<file path="src/rtl/led_pwm_multi.sv">
// led_pwm_multi: N-channel LED PWM sharing one period counter; duty/enable shadowed at period boundaries.
// Optional duty fading toward the target at each boundary when LED_PWM_FADE_EN is defined.
`default_nettype none

module led_pwm_multi #(
  parameter int counter_width_p  = 8,
  parameter int nr_of_channels_p = 4
) (
  input  logic                                        clk,
  input  logic                                        rst,
  output logic [nr_of_channels_p-1:0]                 pwm,
  input  logic [nr_of_channels_p*counter_width_p-1:0] cr_pwm_duty,
  input  logic [nr_of_channels_p-1:0]                 cr_pwm_enable,
  input  logic [counter_width_p-1:0]                  cr_fade_step,
  output logic                                        period_start
);

  localparam int W = counter_width_p;
  localparam int N = nr_of_channels_p;
  // Counter stops one short of all-ones so duty = all-ones stays high across the wrap.
  localparam logic [W-1:0] last_count = {{(W-1){1'b1}}, 1'b0};

  logic [W-1:0] counter;
  logic         boundary;
  logic [W-1:0] active_duty [N];
  logic [W-1:0] next_duty   [N];
  logic [N-1:0] active_en;
  logic [N-1:0] raw;

  assign boundary = (counter == last_count);

  always_ff @(posedge clk or posedge rst) begin
    if (rst) begin
      counter <= '0;
    end else if (boundary) begin
      counter <= '0;
    end else begin
      counter <= counter + 1'b1;
    end
  end

  for (genvar i = 0; i < N; i++) begin : g_ch
    logic [W-1:0] target;
    assign target = cr_pwm_duty[i*W +: W];

`ifdef LED_PWM_FADE_EN
    logic [W:0] up_sum;
    logic [W:0] down_lim;

    // Sums are one bit wider so a step past either end saturates at the target.
    always_comb begin
      up_sum       = {1'b0, active_duty[i]} + {1'b0, cr_fade_step};
      down_lim     = {1'b0, target} + {1'b0, cr_fade_step};
      next_duty[i] = target;
      if (!cr_pwm_enable[i]) begin
        next_duty[i] = '0;
      end else if (cr_fade_step == '0) begin
        next_duty[i] = target;
      end else if (active_duty[i] < target) begin
        if (up_sum < {1'b0, target}) begin
          next_duty[i] = up_sum[W-1:0];
        end
      end else if (active_duty[i] > target) begin
        if ({1'b0, active_duty[i]} > down_lim) begin
          next_duty[i] = active_duty[i] - cr_fade_step;
        end
      end
    end
`else
    assign next_duty[i] = target;
`endif
  end

`ifndef LED_PWM_FADE_EN
  logic unused_fade_step;
  assign unused_fade_step = ^cr_fade_step;
`endif

  always_ff @(posedge clk or posedge rst) begin
    if (rst) begin
      active_en <= '0;
      for (int i = 0; i < N; i++) begin
        active_duty[i] <= '0;
      end
    end else if (boundary) begin
      active_en <= cr_pwm_enable;
      for (int i = 0; i < N; i++) begin
        active_duty[i] <= next_duty[i];
      end
    end
  end

  always_comb begin
    raw = '0;
    for (int i = 0; i < N; i++) begin
      raw[i] = active_en[i] & (counter < active_duty[i]);
    end
  end

  // Both outputs are registered from the same counter value so they stay aligned.
  always_ff @(posedge clk or posedge rst) begin
    if (rst) begin
      pwm          <= '0;
      period_start <= 1'b0;
    end else begin
      pwm          <= raw;
      period_start <= (counter == '0);
    end
  end

endmodule

`default_nettype wire

</file>
<file path="config.mk">
export PLATFORM = sky130hd
export DESIGN_NAME = led_pwm_multi
export DESIGN_NICKNAME = d
export VERILOG_FILES = /design/src/rtl/led_pwm_multi.sv
export SDC_FILE = /design/constraint.sdc
export NUM_CORES = 1
export LEC_CHECK = 0
export CAP_MARGIN = 20
export CORE_MARGIN = 1.5
export CORE_UTILIZATION = 40
export DETAILED_ROUTE_END_ITERATION = 12
export PLACE_DENSITY = 0.77
export SYNTH_ARGS = -nofsm -noshare
export SYNTH_HDL_FRONTEND = slang
export SYNTH_SLANG_ARGS = --single-unit
</file>
<file path="constraint.sdc">
create_clock -name clk -period 1.6 [get_ports clk]
set_input_delay 0.16 -clock clk [delete_from_list [all_inputs] [get_ports clk]]
set_output_delay 0.16 -clock clk [all_outputs]
set_load 0.05 [all_outputs]
</file>
==> metrics.cfg, run 1 <==
[timing]
post-route-min-period_ns=1.59
timing.slew.headroom_pct=72.7
hold_violations=0
final-setup-viol-count=0
worst_pin_slew_ns=0.410
rsz0062_at_grt=yes
slew_violations=0
setup_tns_ns=0
post-route-period-util_pct=99.5
skew_ns=0.00571
whs_ns=0.158
max_freq_ghz=0.628

[worst_setup_path]
crit_type=flop to flop
endpoint_kind=flop
worstPathMaxFanout=7
crit_arrival_ns=1.78
critPathLaunchType=flop
crit_required_ns=1.79
reg2reg_slack_ns=0.008

[place]
post-dp-hpwl_mm=4.00
io_buffers=42
dp_cells=368
routabilityCongestion=0.860

[route]
firstDrtPassIters=4
wl_per_cell_um=14.7
via_count=1846
wl_mm=5.60
drt_iter0_drc=81
drc=0
vias_per_cell=4.83
ant_nets=0

[clock_tree]
cts_hold_buf=0
clk_pin_slew_ns=0.08
clock-sinks=49
cts_buffer_depth=2
cts_tree=built
clk-insertion-delay-late_ns=0.30
h-tree-depth=2
cts_inserted_buffers=5
cts_root_buffer=clkbuf_8

[synth]
synthCells=216
synthArstFlopShare_pct=100
yosysUniqueCellTypes=29
ys.flop_type=dfrtp_1
ys_ff_latch=49
synth_edf_count=0
syn_avg_cell_area_um2=13.0
yosysWarnings=0
synth_fp_nets=293
syn_area_um2=2800
yosysSeqAreaShare_pct=43.8

[final_layout]
nets=364
syn_to_final_growth_pct=32.6
antenna_cells=0
final_cell_mix=dfrtp_1 (46), clkdlybuf4s50_1 (37), mux2_4 (36)
final_common_cell=dfrtp_1
final_core_util_pct=54.6
stdcell_count=382
final_layout_size_suffix_gt1_share_pct=31.8

[power]
intPower_mw=1.62
sw_frac_of_total_pct=20.8
p_per_area_nw_per_um2=550
p_clk_share_pct=33.1
leakagePower_nw=1.62
p_seq_share_pct=60.6
design_power_total_mw=2.04
switchingPower_mw=0.425
p_comb_share_pct=6.3
ir_worst_vdd_mv=0.410

[flow_run]
drv_cap=0

[hold_path]
hold_class=input pin to asynchronous set/reset pin

[grt]
antenna_found_initial=0
grt_pass1_vias=1954
grt_pass1_wl_mm=9.14
gr-total-overflow=0
grtUsageTotal_pct=15.8
grt_max_degree=19

[die]
ios=51
floorplan.initialDensity_pct=41.2
die_width_um=86.6
rows=30
coreArea_um2=6790
die_h_um=86.6
fp.dieArea_um2=7500

[run_status]
status=finished clean

## synth_stat cells, types with 4 or more instances
cell type	count	area share (%)
dfrtp_1	49	44
mux2_4	35	19
inv_1	34	4.6
ha_1	31	14
o21ai_0	7	1.3
a211oi_1	4	1.1
a21o_1	4	1.1
a221oi_1	4	1.3
nand2b_1	4	0.89
nand3_1	4	0.72
nor2_1	4	0.54
nor3b_1	4	1.1
o2111a_1	4	1.6
o211ai_1	4	1.1
## power by group through the flow
| stage | Clock (mW) | Sequential [mW] | Combinational [mW] |
|---|---|---|---|
| after floorplan | 0 | 1.26 | 0.0202 |
| after global placement | 0 | 1.26 | 0.130 |
| after detailed placement | 0 | 1.26 | 0.131 |
| after CTS | 0.694 | 1.24 | 0.132 |
| after global routing | 0.740 | 1.24 | 0.140 |
| final | 0.675 | 1.24 | 0.128 |
## cells by family after synthesis
| kind of cell | synth area share [%] |
|---|---|
| buffers and inverters | 7.51 |
| AO/OA/AOI/OAI | 7.87 |
| flip-flops | 43.8 |
| adder cells (fa/ha/maj) | 13.9 |
| multiplexers | 19.2 |
| XOR/XNOR | 0.939 |
| AND/OR/NAND/NOR | 6.80 |
## worst max-delay path, stage by stage, from the launching register on
cell and delay, ns:
dfrtp_2 0.46, buf_6 0.13, nand4_4 0.11, nor2_8 0.26, clkbuf_16 0.21, mux2_4 0.30
## area by class of cell
| class | instances | area, um2 |
|---|---|---|
| Inverter | 34 | 128 |
| Timing Repair Buffer | 69 | 712 |
| Multi-Input combinational cell | 128 | 1450 |
| Tap cell | 96 | 120 |
| Sequential cell | 49 | 1230 |
| Fill cell | 576 | 3080 |
| Clock buffer | 5 | 68.8 |
| Clock inverter | 1 | 5.00 |
## per-layer routing
metal / share of wire (%) / GRT usage, % / vias to the layer above
met5: 0 / 0 / -
met1: 45 / 19.8 / 894
met2: 49 / 27.3 / 42
li1: - / - / 898
met4: 1.7 / 4.84 / 0
met3: 3.6 / 3.43 / 12
## path summary, 6_finish.rpt
kind | endpoint | startpoint | cells after the start
worst max-delay path | active_duty[3]$_DFFE_PP0N_ | counter[3]$_DFF_PP0_ | 5
worst min-delay path | active_duty[30]$_DFFE_PP0N_ | rst | 2
worst max register to register | active_duty[3]$_DFFE_PP0N_ | counter[3]$_DFF_PP0_ | 5
worst min register to register | active_duty[16]$_DFFE_PP0N_ | active_duty[16]$_DFFE_PP0N_ | 1
max in group asynchronous | counter[1]$_DFF_PP0_ | rst | 3
min in group clk | active_duty[1]$_DFFE_PP0N_ | cr_pwm_duty[25] | 2
## state kept, by name, summed over array words and instances (netlist names)
register	count
active_en	4
counter	8
pwm	4
period_start	1
active_duty	32
## repair_timing
item,CTS,global route
pin swaps,1,7
cloned,0,2
buffers inserted,2,4
setup endpoints to repair,32,40
resized for setup,3,15
## stage by stage
stage	setup WS, ns	instance area, um2
finish	0.00761	3710
global route	-0.0280	3710
CTS	-0.0182	3560
detailed placement	-0.150	3460
global placement	-0.0434	3460
floorplan	0.00261	2810
Power figures use the tool's default switching activity.
==> inputs of run 2 (changes only) <==
- PLACE_DENSITY: 0.77 -> 0.76
==> run 2 against run 1 <==
The run now ends with negative setup slack left; sequential power about the same; clock-buffer cell count up 3; die area unchanged; fmax down 2.1%; total power up 1.9%; critical endpoint is now active_duty[13]$_DFFE_PP0N_; largest power group unchanged.
==> metrics.cfg, run 2 (synthesized netlist as in run 1, its figures left out) <==
[final_layout]
syn_to_final_growth_pct=32.4
final_layout_size_suffix_gt1_share_pct=30.3  ; -1.5 points
final_cell_mix=dfrtp_1 (48), clkdlybuf4s50_1 (37), mux2_4 (36)
largest_register_ffs=32  ; unchanged
regMostFlops=active_duty
nets=363  ; -0.27%
final_common_cell=dfrtp_1
top_regs=active_duty x32, counter x8
antenna_cells=0  ; unchanged
final_core_util_pct=54.5  ; -0.092 points

[route]
wl_mm=5.71  ; +2.0%
highest_layer=met4
drc=0  ; unchanged
drt-met1-wl_mm=2.64  ; +4.2%
via_count=1845  ; -0.054%
wl_met2_mm=2.74  ; -1.0%
met3WireLength_um=210  ; +5.0%
wl_per_cell_um=14.9  ; +1.7%
vias_per_cell=4.82  ; -0.32%
drt_iter0_drc=100  ; +23%
ant_nets=0  ; unchanged
firstDrtPassIters=4  ; unchanged

[power]
sw_frac_of_total_pct=21.4  ; +0.57 points
ir_worst_vdd_mv=0.285  ; -30%
p_comb_share_pct=5.9  ; -0.4 points
switchingPower_mw=0.445  ; +4.7%
p_clk_share_pct=34.6  ; +1.5 points
intPower_mw=1.63  ; +1.2%
leakagePower_nw=1.62  ; -0.15%
p_per_area_nw_per_um2=561  ; +2.1%
p_seq_share_pct=59.5  ; -1.1 points

[worst_setup_path]
endpoint_kind=flop
worstPathMaxFanout=7  ; unchanged
crit_arrival_ns=1.82  ; +0.04 ns
critPathLaunch=counter[3]$_DFF_PP0_
crit_type=flop to flop
critPathLaunchType=flop
crit_required_ns=1.79  ; about the same
cp_cell_sequence=buf_6 > nand4_4 > nor2_8 > clkbuf_16 > mux2_4
cp_slowest_cell=dfrtp_2
slowest_delay_ns=0.51  ; +0.05 ns
reg2reg_from=counter[3]$_DFF_PP0_

[timing]
skew_ns=0.00774  ; +0.00203 ns
max_freq_ghz=0.615  ; -2.1%
post-route-period-util_pct=102  ; +2.1 points
slew_violations=0  ; unchanged
setup_slack_ns=-0.0257  ; -0.0334 ns
worst_pin_slew_ns=0.403  ; -0.00669 ns
rsz0062_at_grt=yes
final-setup-viol-count=25  ; +25
hold_violations=0  ; unchanged
timing.slew.headroom_pct=73.1  ; +0.45 points
post-route-min-period_ns=1.63  ; +0.0334 ns

[flow_run]
drv_cap=0  ; unchanged

[die]
coreArea_um2=6790  ; unchanged
fp.dieArea_um2=7500  ; unchanged
ios=51  ; unchanged
rows=30  ; unchanged
die_h_um=86.6  ; unchanged
floorplan.initialDensity_pct=41.2  ; unchanged
die_width_um=86.6  ; unchanged

[clock_tree]
cts_root_buffer=clkbuf_8
cts_tree=built
clock-sinks=49  ; unchanged
cts_buffer_depth=2  ; unchanged
cts_inserted_buffers=5  ; unchanged
clk-insertion-delay-late_ns=0.31  ; about the same
cts_hold_buf=0  ; unchanged
h-tree-depth=2  ; unchanged
clk_pin_slew_ns=0.09  ; about the same

[grt]
grt_pass1_vias=1945  ; -0.46%
grtUsageTotal_pct=15.8  ; -0.048 points
grt_max_degree=32  ; +13
gr-total-overflow=0  ; unchanged
antenna_found_initial=0  ; unchanged
grt_pass1_wl_mm=9.11  ; -0.37%

[run_status]
violations=negative setup slack
status=complete, but fails checks

[place]
io_buffers=42  ; unchanged
post-place-ws_ns=-0.143  ; +0.00698 ns
routabilityCongestion=0.762  ; -11%
post-dp-hpwl_mm=3.89  ; -2.7%

[hold_path]
hold_class=input pin to asynchronous set/reset pin

## run 2: power by group through the flow
stage / clock network, mW / logic, mW / registers [mW]
after detailed placement: 0 / 0.126 / 1.26
after CTS: 0.733 / 0.126 / 1.24
after global placement: 0 / 0.125 / 1.26
final: 0.719 / 0.123 / 1.24
after global routing: 0.791 / 0.135 / 1.24
after floorplan: 0 / 0.0202 / 1.26
## run 2: path summary, 6_finish.rpt
check / end / slack (ns) / cells after the start
min in group clk: active_duty[15]$_DFFE_PP0N_ / 0.46 / 2
min: active_duty[7]$_DFFE_PP0N_ / 0.16 / 2
max in group asynchronous: counter[3]$_DFF_PP0_ / 0.93 / 3
min reg2reg: active_duty[8]$_DFFE_PP0N_ / 0.51 / 1
max reg2reg: active_duty[13]$_DFFE_PP0N_ / -0.03 / 5
max: active_duty[13]$_DFFE_PP0N_ / -0.03 / 5
## run 2: per-stage QoR
stage | total power, mW | setup TNS, ns | instances | hold WS [ns] | instance area (um2)
after floorplan | 1.28 | 0 | 216 | 0.308 | 2810
after global placement | 1.39 | -0.00631 | 367 | 0.495 | 3440
after detailed placement | 1.39 | -0.215 | 367 | 0.495 | 3440
after CTS | 2.10 | -0.0317 | 376 | 0.174 | 3540
after global routing | 2.16 | -2.19 | 383 | 0.217 | 3700
final | 2.08 | -0.246 | 383 | 0.162 | 3700
## run 2: layer usage
metal | GRT usage (%) | vias up
met2 | 25.4 | 39
met4 | 5.72 | 0
met1 | 21.0 | 892
met5 | 0 | -
li1 | - | 903
met3 | 3.24 | 11
## run 2: area by class of cell
cell class	count	area, um2
timing repair buffer	68	711
sequential	49	1230
multi-input combinational	128	1440
inverter	34	128
tap	96	120
fill	587	3090
clock buffer	8	80.1
## run 2: what timing repair did
| action | 4_1_cts | 5_1_grt |
|---|---|---|
| endpoints found under the setup margin | 6 | 41 |
| hold endpoints to repair | 0 | 0 |
| pin swaps | 1 | 7 |
| buffers inserted | 1 | 5 |
| resized for setup | 3 | 17 |
| cloned | 0 | 2 |
## run 2: critical path: cells and delay by family, from the launching register on
| kind | cells | cell delay (ns) |
|---|---|---|
| simple gates | 2 | 0.37 |
| mux | 1 | 0.30 |
| buf+inv | 2 | 0.35 |
| flops | 1 | 0.51 |
